--- src/rtl/aes_pkg.sv ---
// aes_pkg: shared AES state/round types and constants
package aes_pkg;
  localparam int AES_NR = 10;
  localparam int BLK_W = 132;
  typedef logic [0:127] state_t;
  typedef logic [3:0] round_t;
endpackage

--- src/rtl/ark_skid_buf.sv ---
// ark_skid_buf: 2-entry skid register (output register plus one overflow slot)
module ark_skid_buf
  import aes_pkg::*;
(
  input  logic             clk,
  input  logic             rst,
  input  logic             push,
  input  logic [BLK_W-1:0] push_data,
  input  logic             out_ready,
  output logic             out_valid,
  output logic [BLK_W-1:0] out_data,
  output logic             skid_full
);
  logic [BLK_W-1:0] skid_data;
  logic pop;
  assign pop = out_valid & out_ready;
  // skid slot fills only when the output register is occupied and not draining
  always_ff @(posedge clk)
    if (rst) begin
      out_valid <= 1'b0;
      skid_full <= 1'b0;
      out_data  <= '0;
      skid_data <= '0;
    end else if (skid_full) begin
      if (pop) begin
        out_data  <= skid_data;
        skid_full <= 1'b0;
      end
    end else if (push) begin
      if (!out_valid || pop) begin
        out_data  <= push_data;
        out_valid <= 1'b1;
      end else begin
        skid_data <= push_data;
        skid_full <= 1'b1;
      end
    end else if (pop) out_valid <= 1'b0;
endmodule

--- src/rtl/add_round_key_stage.sv ---
// add_round_key_stage: registered AES AddRoundKey with valid/ready handshake
// ARK_SKID_BUFFER_EN selects a 2-entry skid buffer instead of a single output register
module add_round_key_stage
  import aes_pkg::*;
#(
  parameter int NR = AES_NR
) (
  input  logic         clk,
  input  logic         rst,
  input  logic         in_valid,
  output logic         in_ready,
  input  logic [0:127] in_state,
  input  logic [0:127] in_key,
  input  logic [3:0]   in_round,
  output logic         out_valid,
  input  logic         out_ready,
  output logic [0:127] out_state,
  output logic [3:0]   out_round,
  output logic         out_final,
  output logic         err_round
);
  logic rst_q, accept;
  logic [BLK_W-1:0] blk_in, blk_out;
  assign accept = in_valid & in_ready;
  assign blk_in = {in_round, in_state ^ in_key};
  assign {out_round, out_state} = blk_out;
  assign out_final = out_round == round_t'(NR);
  // rst_q keeps in_ready low through the reset cycle without a path from out_ready
  always_ff @(posedge clk) begin
    rst_q <= rst;
    err_round <= rst ? 1'b0 : err_round | (accept & (in_round > round_t'(NR)));
  end
`ifdef ARK_SKID_BUFFER_EN
  logic skid_full;
  ark_skid_buf u_buf (
    .clk(clk),
    .rst(rst),
    .push(accept),
    .push_data(blk_in),
    .out_ready(out_ready),
    .out_valid(out_valid),
    .out_data(blk_out),
    .skid_full(skid_full)
  );
  assign in_ready = ~rst_q & ~skid_full;
`else
  always_ff @(posedge clk)
    if (rst) begin
      out_valid <= 1'b0;
      blk_out   <= '0;
    end else begin
      if (accept) blk_out <= blk_in;
      out_valid <= accept | (out_valid & ~out_ready);
    end
  assign in_ready = ~rst_q & ~out_valid;
`endif
endmodule

--- config.mk ---
export PLATFORM = sky130hd
export DESIGN_NAME = add_round_key_stage
export DESIGN_NICKNAME = d
export VERILOG_FILES = /design/src/rtl/aes_pkg.sv /design/src/rtl/ark_skid_buf.sv /design/src/rtl/add_round_key_stage.sv
export SDC_FILE = /design/constraint.sdc
export NUM_CORES = 1
export LEC_CHECK = 0
export CAP_MARGIN = 40
export CORE_AREA = 5 5 150 152
export CTS_CLUSTER_SIZE = 8
export DETAILED_ROUTE_END_ITERATION = 7
export DIE_AREA = 0 0 155 157
export PLACE_DENSITY_LB_ADDON = 0.1
export RECOVER_POWER = 25
export SYNTH_ARGS = -nofsm -noshare
export SYNTH_HDL_FRONTEND = slang
export SYNTH_SLANG_ARGS = --single-unit
export TNS_END_PERCENT = 20
--- constraint.sdc ---
create_clock -name clk -period 1.6 [get_ports clk]
set_clock_uncertainty 0.1 [all_clocks]
set_input_delay 0.24 -clock clk [delete_from_list [all_inputs] [get_ports clk]]
set_output_delay 0.24 -clock clk [all_outputs]
set_load 0.02 [all_outputs]
==> results of run 1 <==
through the flow:
step           utilization [%]  total power [uW]  setup TNS (ns)  worst slack, ns  area (um2)
5_1_grt                   50.8             10300         -0.0162          -0.0162       10600
3_3_place_gp              48.6              5950          -20.67           -0.188       10200
3_5_place_dp              48.6              5960          -26.90           -0.246       10200
2_1_floorplan                -              4630               0           0.0641        5870
4_1_cts                   50.9             10100               0          0.00690       10600
6_report                  50.8              9890               0           0.0464       10600
worst paths after layout:
path                                     to  slack [ns]
worst max-delay path              out_final        0.05
worst min-delay path            blk_out[99]        0.26
worst max register to register  blk_out[43]        0.07
worst min register to register    err_round        0.38
routing by layer:
metal	vias to the layer above	track usage, %
met4	0	4.67
met2	220	30.1
met1	2457	17.2
li1	2783	-
met5	-	0
met3	21	6.24
area by class of cell:
type / instances / area [um2] / share of cell area (%)
Clock inverter: 12 / 203 / 1.91
Timing Repair Buffer: 415 / 4040 / 38.0
Inverter: 1 / 3.75 / 0.0353
Multi-Input combinational cell: 404 / 2900 / 27.3
Sequential cell: 135 / 2700 / 25.5
Tap cell: 275 / 344 / 3.24
Clock buffer: 18 / 429 / 4.04
cell usage after synthesis:
cell,count
clkbuf_1,21
nor2_1,1
nor2b_1,1
buf_2,8
clkbuf_8,3
buf_4,1
o21ba_2,1
nand2b_1,135
xnor2_1,128
nor3b_2,1
nand4bb_1,1
dfxtp_1,135
o22ai_1,129
inv_1,1
mux2i_1,3
a211oi_1,2
buf_6,10
or4b_4,1
nor4bb_1,1
kinds of logic (layout without fill, tap and decap cells):
kind of cell / Yosys count / count (layout)
flops: 135 / 135
simple gates: 141 / 141
compound gates: 132 / 132
buf+inv: 44 / 446
xor+xnor: 128 / 128
mux: 3 / 3
state kept, by name (all words and copies together), names as in the netlist:
register,cells
rst_q,1
blk_out,132
out_valid,1
err_round,1
critical path: stages (launching register included):
cell,delay [ns]
dfxtp_1,0.34
nor4bb_2,0.27
buf_4,0.19
what timing repair did:
| action | in CTS | in global routing |
|---|---|---|
| gates resized for setup | 136 | 1 |
| setup endpoints to repair | 136 | 11 |
| endpoints found under the hold margin | 0 | 0 |
report_power, final:
part	switching (uW)	internal (uW)	total [uW]
Clock	1430	2750	4180
Combinational	872	1180	2050
Sequential	93.4	3560	3660
Total	2390	7500	9890
==> flow_results.org, run 1 <==
** Yosys
- In this run the mean area of a mapped cell was around 10 um2.
- Share of the synthesized area in the top cell type :: a little under half
- Post-Syn Nets :: approximately 850
- Share of synthesized area occupied by flip-flops and latches :: around 46%
- In the post-synthesis netlist, the biggest area contributors are dfxtp_1, xnor2_1, nand2b_1.
- Summing the areas of all fa, ha and maj instances in the mapped netlist gives 0% of the synthesized area.
- YS warnings :: 0
- Count of unique library cells instantiated by Yosys :: 19
- Dominant combinational cell family by area after synthesis :: XOR/XNOR gates
- The cell count after synthesis came out at about 580.
- Post-synth design cell area :: 5870 um2
- Synthesized-area fraction occupied by and/or/nand/nor cells :: 15.4%
- Leading area contributor after synthesis :: dfxtp_1
- Summing the areas of all compound-gate instances in the mapped netlist gives 14.2% of the synthesized area.
- The portion of synthesized area spent on multiplexers is less than 1%.
- Total of flip-flops plus latches after synthesis :: 135
- Xor and xnor area share after synthesis :: 19.1%

** Die
- Core Footprint :: 20900 um2
- Floorplan die width :: approximately 160 um
- Starting density of the core :: 28.1%
- From bottom edge to top edge, the die measures about 160 um.
- The floorplan has 53 rows.
- Total I/O pin count :: 400
- The floorplan step defined a die boundary enclosing 24300 um2.

** Worst hold path
- Counting instances, the worst hold path has a depth of 4.
- The startpoint identified for the worst hold timing path is rst.
- The path class of the tightest hold or removal check is in -> reg.

** Clock tree
- Count of clock tree sinks :: ~140
- Worst-path clk slew :: ~0.06 ns
- Clock insertion delay at the later pin of the skew report :: 0.40 ns
- Hold repair after CTS inserted 0 buffers.
- Clock buffer count from CTS :: 17
- Once the clock tree was built, the setup fixing pass inserted 0 buffers.
- Master cell of the clock root buffer :: clkbuf_16
- The H-tree was split into 4 levels.
- CTS tree :: done
- Counting along the longest clock path gives a buffer depth of 2.

** Global routing
- Global routing finished with a remaining overflow of 0.
- Entering global routing, the biggest net connects 140 pins.
- Number of global-route vias before repair :: 5626
- The number of antenna violations at the first check in global routing is 0.
- In the global route stage, overall resource usage came out at between 10% and 20%.
- First-pass GRT wire length :: roughly 31000 um

** Timing
- The worst pin sits at a relative slew slack of 20.3%.
- Final Hold Fails :: 0
- Fmax :: approximately 640 MHz
- At the pin with the least slew margin, the transition time is roughly 1.2 ns.
- Setup violations, final :: 0
- Final worst path period need :: roughly 1.6 ns
- Hold Slack :: approximately 0.26 ns
- Setup repair after global routing could not meet its margin everywhere.
- Post-route fraction of the period consumed by the critical path :: between 90% and 100%
- Final count of pins violating max slew :: 0

** Power and ir drop
- Peak ir drop on the vdd network :: 0.000689 V
- Static Leakage :: between 0.004 and 0.005 uW
- For this design the ratio of total power to cell area is 932 nW/um2.

** Routing
- Highest layer used for signal routing :: met4
- In the final routed layout, each cell accounts on average for ~17 um.
- For this block, wires on met1 add up to 7630 um.
- The routed design uses roughly 2000 um of met3 wire.
- Via total after detailed routing :: around 5500
- Summed over all nets, wire length on met2 after detailed routing comes to 11200 um.
- First-pass iteration count of the detailed router :: 4
- The first routing iteration left between 150 and 200 violations.
- DRC violation count after routing :: 0
- Summed over all layers, the routed wires come to around 21000 um.
- Once detail routing completed, the nets flagged for antenna violations numbered 0.
- Dividing the detail-routed via count by the number of cells gives between 4 and 5.

** Worst setup path
- The worst setup path is of the reg -> out kind.
- Register-to-Register Path Depth :: 3
- Arrival @ worst endpoint :: roughly 1.2 ns
- CP Launch Point :: blk_out[129]
- Critical-path maximum fanout :: 3
- Kind of start point of the critical path :: flop
- Critical path required time :: ~1.3 ns
- STA classifies the critical path endpoint as an output port.
- In this run the critical register-to-register path is launched from out_valid.

** Cells and area
- Commonest cells after routing, fill and taps aside :: clkdlybuf4s50_1, nand2b_1, dlygate4sd2_1
- From synthesis to final layout, the design area changed by 80.8%.
- Cell Count, Final, Fillers Out :: 1260
- At the end of the flow, the number of nets in the layout was about 1200.
- Diodes inserted :: 0
- The filler cells instantiated in the layout total roughly 2000.
- Leaving out fill and tap cells, the most frequent cell in the layout is clkdlybuf4s50_1.
- Cells with a size suffix above 1 make up about 5.3% of the layout.

** Place
- Input/output buffers :: approximately 400
- Routability-driven placement finished with a final weighted congestion of roughly 0.73.
- After detailed placement, the design holds a cell count of roughly 1200.
- Estimated wirelength of the detail-placed design :: approximately 16000 um

** Outcome
- The flow ran to the end, and the final reports show no timing, DRC or antenna violations.

** Run
- Max-capacitance violation count :: 0
Power figures use the tool's default switching activity.
==> run 2, diff against run 1 <==
Clock period 1.6 ns to 1.4 ns, I/O delays scaled along.
==> flow_results.org, run 2 (synthesis results as in run 1) <==
** Outcome
- Run status :: finished with violations
- The final reports fail on negative setup slack.

** Power and ir drop
- Areal power density over the cells :: 1010 nW/um2 (+8.5%)
- Static Leakage :: 0.00383 uW (-9.5%)
- The worst IR drop on VDD is 0.000779 V (+13%).

** Worst setup path
- Launch instance of the worst register-to-register path :: rst_q
- STA classifies the critical path startpoint as a flop.
- The worst setup path is captured at a flop.
- Worst Path Class, Setup :: reg -> reg
- Register-to-Register Path Depth :: 3 (unchanged)
- Reg2reg setup slack :: -0.12 ns (-0.19 ns)
- Crit Reg-Reg Endpoint :: blk_out[51]
- The peak fanout along the critical path is 40 (+37).
- The required time at the worst-slack endpoint came to 1.64 ns (+0.38 ns).
- The data arrival time of the worst path was 1.76 ns (+0.55 ns).

** Global routing
- The overall overflow remaining after global route is 0 (unchanged).
- Pin count of the biggest net entering global routing :: 112 (-20%)
- The first-pass GRT wire length is 31300 um (+0.53%).
- Antenna violations before repair :: 0 (unchanged)
- All-layer global routing usage :: 16.6% (+0.38 points)
- Number of global-route vias before repair :: 5638 (+0.21%)

** Routing
- Number of antenna-violating nets in the routed design :: 0 (unchanged)
- Sum of routed wire length over all layers :: 22300 um (+5.8%)
- The total iterations of the first detailed-routing run was 4 (unchanged).
- Via total after detailed routing :: 5621 (+2.6%)
- DR vias/cell :: 4.42 (+1.7%)
- The post-detailed-route DRC marker count was 0 (unchanged).
- Average wire per standard cell :: 17.6 um (+4.9%)
- Number of design-rule violations left by the first detailed-router iteration :: 194 (+20%)

** Clock tree
- Number of levels the H-tree was split into :: 4 (unchanged)
- The number of clock sinks came to 135 (unchanged).
- TritonCTS built the clock tree.
- Clock insertion delay at the later pin of the skew report :: 0.41 ns (about the same)
- The post-CTS setup buffer count was 0 (unchanged).
- Clock buffer count from CTS :: 17 (unchanged)
- The hold buffer count at cts was 0 (unchanged).
- Maximum clock insertion buffer count :: 2 (unchanged)
- The tree is rooted in a clkbuf_16.
- The clock transition at the register clock pins on the worst setup and hold paths after CTS came to 0.05 ns (about the same).

** Die
- The I/O pin count is 400 (unchanged).
- The die extent in x came to 155 um (unchanged).
- The site row count came to 53 (unchanged).
- The starting density of the core was 28.1% (unchanged).
- The area of the die was 24300 um2 (unchanged).
- Core Footprint :: 20900 um2 (unchanged)
- The chip height was 157 um (unchanged).

** Place
- Estimated wirelength of the detail-placed design :: 16900 um (+2.6%)
- Worst slack at placement :: -0.403 ns (-0.157 ns)
- The routability congestion estimate was 0.742 (+1.3%).
- Input/output buffers :: 399 (unchanged)

** Worst hold path
- HP Class :: in -> reg
- The worst hold path terminates at blk_out[128].
- Hold-critical path depth :: 3 (-1)
- In this run the most critical hold path is launched from in_round[0].

** Cells and area
- The net count reported at finish came to 1248 (+0.81%).
- Fill cell instance count of the final layout :: 1960 (-3.6%)
- Commonest non-fill, non-tap cell in the layout :: clkdlybuf4s50_1
- Max reg flops :: 132 (unchanged)
- Share of final-layout standard cells stronger than drive strength 1 :: 21.6% (+16 points)
- The register area is 2710 um2 (+0.28%).
- In the layout the commonest cells are clkdlybuf4s50_1, nand2b_1, dfxtp_1.
- Register with the highest flop count :: blk_out
- Area taken by multi-input logic gates :: 3160 um2 (+9.2%)
- Diodes inserted :: 0 (unchanged)
- The area growth from synthesis to layout is 85.9%.

** Timing
- The routed design could run at a clock period as short as approximately 1.5 ns.
- The final setup slack of the worst path came to -0.123 ns (-0.169 ns).
- Based on the critical path, the design can be clocked at up to about 660 MHz.
- The worst max-slew margin expressed relative to the limit is 35.9% (+16 points).
- The number of max-slew violations in the final report is 0 (unchanged).
- The pin slew with the least headroom to its limit came to 0.962 ns (-0.234 ns).
- The count of endpoints failing setup in the final report is 129 (+129).
- The number of failing hold endpoints at the final stage came to 0 (unchanged).
- Setup repair after global routing could not meet its margin everywhere.
- In the finished design, the share of the clock period the worst path needs comes to 109%.
- The setup TNS after final layout is -9.93 ns (-9.93 ns).

** Run
- The max-capacitance violation count came to 0 (unchanged).
run 2: how the worst max path moves through the flow:
stage / startpoint / cells past startpoint / end / slack [ns]
final: rst_q / 3 / blk_out[51] / -0.12
after global routing: blk_out[131] / 2 / out_final / -0.18
after CTS: blk_out[128] / 2 / out_final / -0.18
after detailed placement: in_valid / 4 / blk_out[86] / -0.40
after global placement: in_valid / 4 / blk_out[105] / -0.36
after floorplan: out_valid / 4 / blk_out[100] / -0.02
run 2: worst max-delay path: stages, from the launching register on:
cell and delay (ns):
dfxtp_2 0.33, or4b_4 0.63, buf_12 0.23, o22ai_1 0.13
run 2: through the flow:
stage               area (um2)  utilization [%]  hold WS (ns)  total power [uW]  cells
detailed placement       10200             48.9         0.371              6830   1238
global placement         10200             48.9         0.367              6830   1238
CTS                      10900             52.0         0.258             11100   1269
global route             10900             52.2         0.315             11500   1271
floorplan                 5890                -         0.138              5290    583
finish                   10900             52.2         0.298             11000   1271
run 2: what timing repair did:
action,in CTS,in global routing
setup endpoints to repair,262,178
cloned,0,2
pin swaps,1,2
endpoints found under the hold margin,0,0
gates resized for setup,372,99
run 2: report_power, final:
part           switching (uW)  total [uW]  internal (uW)
Sequential                119        4190           4070
Combinational            1070        2500           1430
Clock                    1710        4340           2630
run 2: layout make-up:
type / instances / share of cell area [%]
Clock buffer: 20 / 4.38
Clock inverter: 11 / 0.894
Inverter: 1 / 0.0344
Multi-Input combinational cell: 404 / 29.0
Sequential cell: 135 / 24.8
Tap cell: 275 / 3.15
Timing Repair Buffer: 425 / 37.7
run 2: metal layers:
metal / up-vias / global-route usage, % / wire (um)
met5: - / 0 / 0
met4: 0 / 6.56 / 683
met3: 33 / 7.18 / 2190
met2: 253 / 28.5 / 11000
met1: 2530 / 18.3 / 8420
li1: 2805 / - / -
